File: config.mk
export PLATFORM = sky130hd
export DESIGN_NAME = ttc_irq_coal4
export DESIGN_NICKNAME = d
export VERILOG_FILES = /design/src/rtl/ttc_irq_pkg4.sv /design/src/rtl/ttc_irq_edge4.sv /design/src/rtl/ttc_irq_coal4.sv
export SDC_FILE = /design/constraint.sdc
export NUM_CORES = 1
export LEC_CHECK = 0
export ABC_AREA = 0
export BUFFER_PORTS_ARGS = -buffer_cell sky130_fd_sc_hd__buf_2
export CORE_UTILIZATION = 31
export CTS_BUF_LIST = sky130_fd_sc_hd__clkbuf_8
export CTS_CLUSTER_DIAMETER = 150
export DETAILED_ROUTE_END_ITERATION = 10
export PLACE_DENSITY = 0.82
export SYNTH_ARGS = -nofsm -noshare
export SYNTH_HDL_FRONTEND = slang
export SYNTH_SLANG_ARGS = --single-unit
File: constraint.sdc
create_clock -name pclk4 -period 0.8 [get_ports pclk4]
set_input_delay 0.08 -clock pclk4 [delete_from_list [all_inputs] [get_ports pclk4]]
set_output_delay 0.08 -clock pclk4 [all_outputs]
set_load 0.01 [all_outputs]
File: src/rtl/ttc_irq_pkg4.sv
// Shared register offsets, CFG field layout and FSM encoding for the TTC interrupt coalescer.
// The coalescing engine is only built when TTC_IRQ_COALESCE_EN is defined.
package ttc_irq_pkg4;

    localparam int unsigned NUM_INT = 3;

    localparam logic [7:0] REG_RAW   = 8'h00;
    localparam logic [7:0] REG_STAT  = 8'h04;
    localparam logic [7:0] REG_MASK  = 8'h08;
    localparam logic [7:0] REG_PEND  = 8'h0C;
    localparam logic [7:0] REG_CFG   = 8'h10;
    localparam logic [7:0] REG_CNT   = 8'h14;
    localparam logic [7:0] REG_STATE = 8'h18;

    localparam int unsigned CFG_THR_LSB = 0;
    localparam int unsigned CFG_TMO_LSB = 8;

    typedef enum logic [1:0] {
        ST_IDLE    = 2'd0,
        ST_COLLECT = 2'd1,
        ST_ASSERT  = 2'd2
    } state_t;

    // Number of timer interrupts that fired together in one cycle.
    function automatic logic [1:0] popcnt3(input logic [2:0] v);
        return 2'(v[0]) + 2'(v[1]) + 2'(v[2]);
    endfunction

endpackage

File: src/rtl/ttc_irq_edge4.sv
// Per-bit rising-edge detector with sticky write-one-to-clear status.
// A new edge and a clear hitting the same bit in one cycle leave the bit set.
module ttc_irq_edge4 #(
    parameter int unsigned W = 3
) (
    input  logic         clk,
    input  logic         rst_n,
    input  logic [W-1:0] din,
    input  logic [W-1:0] w1c,
    output logic [W-1:0] prev,
    output logic [W-1:0] stat,
    output logic [W-1:0] new_c
);

    assign new_c = din & ~prev;

    always_ff @(posedge clk or negedge rst_n) begin
        if (!rst_n) begin
            prev <= '0;
            stat <= '0;
        end else begin
            prev <= din;
            stat <= (stat & ~w1c) | new_c;
        end
    end

endmodule

File: src/rtl/ttc_irq_coal4.sv
// APB4 interrupt collector for TTC interrupt[3:1]: sticky status, mask, and a
// count/holdoff coalescing FSM enabled by TTC_IRQ_COALESCE_EN (else irq follows PEND).
module ttc_irq_coal4
    import ttc_irq_pkg4::*;
#(
    parameter int unsigned CNT_W = 8,
    parameter int unsigned TMR_W = 16
) (
    input  logic        pclk4,
    input  logic        n_p_reset4,
    input  logic        psel4,
    input  logic        penable4,
    input  logic        pwrite4,
    input  logic [7:0]  paddr4,
    input  logic [31:0] pwdata4,
    input  logic [2:0]  ttc_int4,
    output logic [31:0] prdata4,
    output logic        irq_out4
);

    logic               wr_c;
    logic               rd_c;
    logic [NUM_INT-1:0] raw;
    logic [NUM_INT-1:0] stat;
    logic [NUM_INT-1:0] new_c;
    logic [NUM_INT-1:0] w1c_c;
    logic [NUM_INT-1:0] mask;
    logic [NUM_INT-1:0] pend;
    logic               unused_ok;

    assign wr_c      = psel4 & penable4 & pwrite4;
    assign rd_c      = psel4 & ~pwrite4;
    assign w1c_c     = (wr_c && paddr4 == REG_STAT) ? pwdata4[NUM_INT-1:0] : '0;
    assign pend      = stat & mask;
    assign unused_ok = ^{pwdata4[31:NUM_INT], new_c};

    ttc_irq_edge4 #(.W(NUM_INT)) u_edge (
        .clk   (pclk4),
        .rst_n (n_p_reset4),
        .din   (ttc_int4),
        .w1c   (w1c_c),
        .prev  (raw),
        .stat  (stat),
        .new_c (new_c)
    );

    always_ff @(posedge pclk4 or negedge n_p_reset4) begin
        if (!n_p_reset4) begin
            mask <= '0;
        end else if (wr_c && paddr4 == REG_MASK) begin
            mask <= pwdata4[NUM_INT-1:0];
        end
    end

`ifdef TTC_IRQ_COALESCE_EN
    state_t             state;
    logic [CNT_W-1:0]   thr;
    logic [CNT_W-1:0]   cnt;
    logic [TMR_W-1:0]   tmo;
    logic [TMR_W-1:0]   tmr;
    logic [NUM_INT-1:0] evt_q;
    logic [CNT_W-1:0]   thr_eff_c;
    logic [CNT_W:0]     cnt_sum_c;
    logic [CNT_W-1:0]   cnt_sat_c;

    assign thr_eff_c = (thr == '0) ? CNT_W'(1) : thr;
    assign cnt_sum_c = {1'b0, cnt} + (CNT_W+1)'(popcnt3(evt_q));
    assign cnt_sat_c = cnt_sum_c[CNT_W] ? '1 : cnt_sum_c[CNT_W-1:0];

    // Masked edges are staged one cycle so the FSM reacts the cycle after STAT sets.
    always_ff @(posedge pclk4 or negedge n_p_reset4) begin
        if (!n_p_reset4) begin
            state    <= ST_IDLE;
            thr      <= CNT_W'(1);
            tmo      <= '0;
            cnt      <= '0;
            tmr      <= '0;
            evt_q    <= '0;
            irq_out4 <= 1'b0;
        end else begin
            if (wr_c && paddr4 == REG_CFG) begin
                thr <= pwdata4[CFG_THR_LSB +: CNT_W];
                tmo <= pwdata4[CFG_TMO_LSB +: TMR_W];
            end
            evt_q    <= new_c & mask;
            cnt      <= cnt_sat_c;
            irq_out4 <= (state == ST_ASSERT);
            case (state)
                ST_IDLE: begin
                    if (|evt_q) begin
                        if (cnt_sat_c >= thr_eff_c) begin
                            state <= ST_ASSERT;
                        end else begin
                            state <= ST_COLLECT;
                            tmr   <= tmo;
                        end
                    end
                end
                ST_COLLECT: begin
                    if (cnt >= thr_eff_c || (tmo != '0 && tmr == TMR_W'(1))) begin
                        state <= ST_ASSERT;
                        tmr   <= '0;
                    end else if (tmo != '0 && tmr != '0) begin
                        tmr <= tmr - TMR_W'(1);
                    end
                end
                ST_ASSERT: begin
                    if (pend == '0) begin
                        state <= ST_IDLE;
                        cnt   <= '0;
                    end
                end
                default: begin
                    state <= ST_IDLE;
                end
            endcase
        end
    end
`else
    logic [CNT_W+TMR_W-1:0] unused_cfg;
    assign unused_cfg = '0;

    always_ff @(posedge pclk4 or negedge n_p_reset4) begin
        if (!n_p_reset4) begin
            irq_out4 <= 1'b0;
        end else begin
            irq_out4 <= |pend;
        end
    end
`endif

    // Zero-wait-state read mux; unmapped or disabled registers read as zero.
    always_comb begin
        prdata4 = '0;
        if (rd_c) begin
            case (paddr4)
                REG_RAW:   prdata4[NUM_INT-1:0] = raw;
                REG_STAT:  prdata4[NUM_INT-1:0] = stat;
                REG_MASK:  prdata4[NUM_INT-1:0] = mask;
                REG_PEND:  prdata4[NUM_INT-1:0] = pend;
`ifdef TTC_IRQ_COALESCE_EN
                REG_CFG: begin
                    prdata4[CFG_THR_LSB +: CNT_W] = thr;
                    prdata4[CFG_TMO_LSB +: TMR_W] = tmo;
                end
                REG_CNT:   prdata4[CNT_W-1:0] = cnt;
                REG_STATE: prdata4[1:0] = state;
`endif
                default: ;
            endcase
        end
    end

endmodule

==> reports/summary.md, run 1 <==
• complete, but fails checks — status
• negative setup slack — violated checks
• 250 um^2 — sequential cell area
• -0.369 ns — final worst slack
• 629 — via total after detailed routing
• 1120 um — post-DP HPWL
• 632 — vias in the first global route
• 2 — largest driver fanout on the critical path
• 0.508 — share of layout cells above drive strength 1
• sky130_fd_sc_hd__dfrtp_1 — post-synth top area cell
• 10 — post-synthesis sequential element count
• 0.00204 mm^2 — area inside the core boundary
• 4.34 — DR vias/cell
• 0 — number of antenna violations at the first check in global routing
• 703 um^2 — Post-Syn Area
• 857 um^2 — Area after DPL
• 1.17 ns — shortest clock period the worst path allows after layout
• 49.6 um — width of the die
• sky130_fd_sc_hd__conb_1 — commonest non-fill, non-tap cell in the layout
• 81 — top-level port count
• 0 — drc violations
• 0.05 ns — clk slew on worst S/H paths
• 22 — input/output buffers
• 56.8% — area added between synthesis and finish
• sky130_fd_sc_hd__dfrtp_1 — worst-path cell with the longest stage delay
• 12.7 um — final routed wire length divided by cell count
• sky130_fd_sc_hd__clkbuf_8 — clock tree root driver cell
• 0.0480 — post-synthesis mux area share
• -0.387 ns — Placement Setup Slack
• 417 um^2 — footprint of the multi-input gates
• 9.90 um^2 — Post-Syn Area per Cell
• 0.00544 ns — Clock Skew
• 0 — xor and xnor fraction of the mapped netlist area
• 0 — overall overflow remaining after global route
• 71 — post-synthesis instance total
• 4 — number of detailed-route iterations in the first pass
• reg2out — category of the critical setup timing path
• buffers and inverters — combinational family with the most area after synthesis
• 0.72 ns — required time of the critical path
• 12 — number of design-rule violations left by the first detailed-router iteration
• 0.356 — portion of the post-synthesis area used by sequential elements
• 0.171 — post-synthesis simple-gate area fraction
• built — CTS tree
• 185 — number of filler cells placed in the layout
• 0 — Fin. Hold Viols
• 49.6 um — Die Ht
• flip-flops — kind of cell adding the most delay to the critical path
• 0 — Post-DRT Antenna Nets
• 0 — adder-cell share of the synthesized area
• 1.46 — Tcrit/Tclk final
• nor3_4 > nor4_4 > buf_2 — critical path, cell by cell
• 0.933 mV — Peak supply drop
• output pin — nature of the critical path endpoint
• in2reg — Hold/Removal Path Class
• 0.344 — starting utilization of the core area
• 1.09 ns — arrival time reported for the critical path endpoint
• 2 — maximum buffer depth of the clock tree
• 0 — max-capacitance violation count
• 0.0783 — fraction of the mapped netlist area in compound gates
• sky130_fd_sc_hd__dfrtp_1 (36%), sky130_fd_sc_hd__buf_4 (31%), sky130_fd_sc_hd__mux2_2 (4.8%) — top cells by area in the synthesized netlist
• 2730 um — global-route wire length before repair
• 11 — Finish-stage setup viols
• 3 — number of buffers added by the clock tree synthesis step
• 0.24 ns — clk_lat worst skew
• 0.00246 mm^2 — Total Die Area
• 0.540 — final core utilization
• 0.356 — area share of the leading cell type in the synthesized netlist
• 856 MHz — Max Clock Freq
• 0 — max-slew violations
• 0.40 ns — peak per-stage delay on the critical path
• 1310 mW/mm^2 — power per cell area
• 16 — number of unique standard cell types used by synthesis
• 1 — deepest level of the CTS H-tree
• 0.000573 uW — leakage power
• 16 — Row Count
• yes — setup repair after global routing missed its margin
• 0.00110 mm^2 — post-route standard cell area excluding fillers
• 1 — Bufs and invs on worst path
• sky130_fd_sc_hd__conb_1 (29), sky130_fd_sc_hd__buf_2 (20), sky130_fd_sc_hd__buf_4 (11), sky130_fd_sc_hd__dfrtp_1 (10), sky130_fd_sc_hd__buf_6 (9) — commonest cells after routing, fill and taps aside
• 1840 um — Final Routed Wirelength
• 0.157 — all-layer global routing usage
• 0 — Yosys warning total
• 11 — largest net degree at the start of global routing
• flip-flop — Critical Path Start Type
• 167 — NumNets Final
• 10 — number of sinks driven by the clock tree
• 0.829 — RePlAce Congestion
• 0 — total inserted antenna cells
==> cells by family (layout without fill, tap and decap cells) <==
logic type | Yosys count | after routing
muxes | 3 | 3
DFF | 10 | 10
AOI/OAI and AO/OA | 7 | 7
other | 1 | 29
and+or+nand+nor | 15 | 15
buffers and inverters | 35 | 54
==> synthesized netlist by cell type <==
cell	instances
sky130_fd_sc_hd__o22ai_1	3
sky130_fd_sc_hd__nor4b_4	1
sky130_fd_sc_hd__conb_1	1
sky130_fd_sc_hd__nor4_1	3
sky130_fd_sc_hd__buf_4	29
sky130_fd_sc_hd__nand3_2	1
sky130_fd_sc_hd__inv_1	6
sky130_fd_sc_hd__nand4_1	3
sky130_fd_sc_hd__and4b_1	2
sky130_fd_sc_hd__dfrtp_1	10
sky130_fd_sc_hd__nor3_2	1
sky130_fd_sc_hd__a22o_1	3
sky130_fd_sc_hd__nor3_1	3
sky130_fd_sc_hd__a222oi_1	1
sky130_fd_sc_hd__mux2_2	3
sky130_fd_sc_hd__nand2_1	1
==> flip-flops by register name (all words and copies together), names as in the netlist <==
register,cells
u_edge.stat,3
irq_out4,1
mask,3
u_edge.prev,3
==> per-stage QoR <==
| step | instances | setup TNS [ns] | power [uW] | hold WS, ns |
|---|---|---|---|---|
| final | 145 | -2.31 | 1440 | 0.0749 |
| after global routing | 145 | -2.68 | 1510 | 0.0899 |
| after CTS | 143 | -2.01 | 1440 | 0.0709 |
| after detailed placement | 129 | -3.20 | 747 | -0.0489 |
| after global placement | 129 | -2.95 | 740 | -0.0578 |
| after floorplan | 99 | -1.45 | 741 | -0.216 |
==> layout make-up <==
cell class              instances  area share
inverters                       6      0.0204
flip-flops and latches         10       0.227
multi-input cells              54       0.378
clock buffers                   4      0.0499
repair buffers                 44       0.294
well taps                      27      0.0306
==> report_power, final <==
part / total, uW / switching, uW / internal [uW]
sequential: 530 / 10.5 / 519
combinational: 265 / 159 / 106
clock: 649 / 215 / 434
==> metal layers <==
layer  global-route usage  vias up  wire length (um)
li1                     -      284                 -
met1                0.156      287               682
met2                0.275       48               932
met3               0.0401       10               121
met4                0.124        0               102
met5                    0        -                 0
==> repair_timing <==
item	CTS	global route
pin swaps	6	11
buffers inserted	7	7
gates resized for setup	12	8
setup endpoints to repair	11	11
hold buffers	4	0
endpoints found under the hold margin	13	0
==> worst paths after layout <==
path | endpoint | slack [ns] | depth (start not counted) | start
min | u_edge.stat[2] | 0.07 | 2 | ttc_int4[2]
min reg2reg | irq_out4 | 0.64 | 3 | mask[0]
max reg2reg | irq_out4 | -0.33 | 4 | u_edge.stat[0]
min in group asynchronous | irq_out4 | 0.23 | 2 | n_p_reset4
max | prdata4[2] | -0.37 | 3 | u_edge.prev[2]
max in group asynchronous | u_edge.stat[0] | 0.37 | 2 | n_p_reset4
Note: power is estimated with default switching activity, not from simulation.
==> run 2: changes to the inputs <==
==> constraint.sdc (replaced) <==
create_clock -name pclk4 -period 0.8 [get_ports pclk4]
set_input_delay 0.04 -clock pclk4 [delete_from_list [all_inputs] [get_ports pclk4]]
set_output_delay 0.04 -clock pclk4 [all_outputs]
set_load 0.01 [all_outputs]
==> reports/summary.md, run 2 (synthesized netlist as in run 1, its figures left out) <==
• 10 — Finish-stage setup viols
• 0.000551 uW — leakage power
• 52.0% — area added between synthesis and finish
• negative setup slack — violated checks
• u_edge.stat[1] — startpoint of the lowest-slack register-to-register path
• 9 — number of design-rule violations left by the first detailed-router iteration
• 1200 mW/mm^2 — power per cell area
• 1 — deepest level of the CTS H-tree
• sky130_fd_sc_hd__clkbuf_8 — clock tree root driver cell
• -0.304 ns — final worst slack
• 4.31 — DR vias/cell
• 1290 uW — Tot Pwr
• flip-flop — Critical Path Start Type
• u_edge.prev[0] — startpoint of the most critical setup path
• 3 — number of buffers added by the clock tree synthesis step
• 905 MHz — Max Clock Freq
• sky130_fd_sc_hd__conb_1 (29), sky130_fd_sc_hd__buf_2 (20), sky130_fd_sc_hd__buf_6 (10), sky130_fd_sc_hd__dfrtp_1 (10), sky130_fd_sc_hd__buf_4 (6) — commonest cells after routing, fill and taps aside
• 1.06 ns — arrival time reported for the critical path endpoint
• 603 — via total after detailed routing
• 0 — Post-DRT Antenna Nets
• complete, but fails checks — status
• 0.149 — all-layer global routing usage
• 0.76 ns — required time of the critical path
• 1.38 — Tcrit/Tclk final
• 0.344 — starting utilization of the core area
• 1230 um — post-DP HPWL
• 0 — Fin. Hold Viols
• 0.983 mV — Peak supply drop
• 0.496 — share of layout cells above drive strength 1
• 0.000333 ns — Clock Skew
• built — CTS tree
• 0.04 ns — clk slew on worst S/H paths
• 1690 um — Final Routed Wirelength
• reg2out — category of the critical setup timing path
• 16 — Row Count
• 2 — maximum buffer depth of the clock tree
• 578 — vias in the first global route
• 2750 um — global-route wire length before repair
• 49.6 um — Die Ht
• 0.875 — RePlAce Congestion
• 0 — max-slew violations
• ttc_int4[1] — startpoint of the tightest hold check path
• 0 — total inserted antenna cells
• 1.10 ns — shortest clock period the worst path allows after layout
• in2reg — Hold/Removal Path Class
• 22 — input/output buffers
• 0.00246 mm^2 — Total Die Area
• 163 — NumNets Final
• 0.23 ns — clk_lat worst skew
• 0 — overall overflow remaining after global route
• 0 — max-capacitance violation count
• 0 — number of antenna violations at the first check in global routing
• 0 — drc violations
• 128 — number of placed cells counting well taps
• sky130_fd_sc_hd__conb_1 — commonest non-fill, non-tap cell in the layout
• 49.6 um — width of the die
• output pin — nature of the critical path endpoint
• 2 — largest driver fanout on the critical path
• 12.1 um — final routed wire length divided by cell count
• 10 — number of sinks driven by the clock tree
• 11 — largest net degree at the start of global routing
• -1.65 ns — setup TNS
• yes — setup repair after global routing missed its margin
• 81 — top-level port count
• 186 — number of filler cells placed in the layout
• 140 — number of standard cells in the final layout excluding fillers
• mask: 3 flops, u_edge.prev: 3 flops, u_edge.stat: 3 flops — registers with the highest flip-flop counts
• 4 — number of detailed-route iterations in the first pass
• 0.00204 mm^2 — area inside the core boundary
==> run 2: timing repair <==
| item | in CTS | in global routing |
|---|---|---|
| gates resized for setup | 12 | 9 |
| setup endpoints to repair | 9 | 10 |
| buffers inserted | 8 | 1 |
| hold buffers | 4 | 0 |
| endpoints found under the hold margin | 13 | 0 |
| pin swaps | 11 | 9 |
==> run 2: layout make-up <==
type / instances / area (um^2) / area share
clock buffers: 3 / 41.3 / 0.0386
well taps: 27 / 33.8 / 0.0316
flip-flops and latches: 10 / 250 / 0.234
repair buffers: 40 / 298 / 0.279
inverters: 6 / 22.5 / 0.0211
multi-input cells: 54 / 423 / 0.396
==> run 2: final timing paths <==
kind / end / slack [ns] / cells past startpoint
worst max-delay path: prdata4[0] / -0.30 / 3
worst min-delay path: u_edge.stat[1] / 0.06 / 2
worst max register to register: irq_out4 / -0.28 / 3
worst min register to register: u_edge.stat[1] / 0.64 / 2
max in group asynchronous: mask[1] / 0.41 / 2
min in group asynchronous: irq_out4 / 0.20 / 2
==> run 2: stage by stage <==
step	area, um^2	worst slack (ns)	hold slack, ns	utilization
after floorplan	856	-0.143	-0.256	-
after global placement	850	-0.308	-0.104	0.416
after detailed placement	850	-0.361	-0.0940	0.416
after CTS	1030	-0.307	0.0739	0.506
after global routing	1070	-0.352	0.0723	0.523
final	1070	-0.304	0.0558	0.523
==> run 2: where the power goes <==
group	internal [uW]	switching, uW	leakage (uW)
logic	104	159	0.000413
clock network	327	165	0.0000216
registers	520	11.4	0.000117
==> run 2: critical path, cell delays in order, from the launching register on <==
cell	delay, ns
sky130_fd_sc_hd__dfrtp_1	0.41
sky130_fd_sc_hd__nor3_4	0.23
sky130_fd_sc_hd__nor4_4	0.06
sky130_fd_sc_hd__buf_2	0.14
==> run 2: metal layers <==
| layer | GRT usage | routed length, um |
|---|---|---|
| met1 | 0.171 | 636 |
| met4 | 0 | 0 |
| met2 | 0.275 | 945 |
| met3 | 0.0556 | 108 |
| met5 | 0 | 0 |
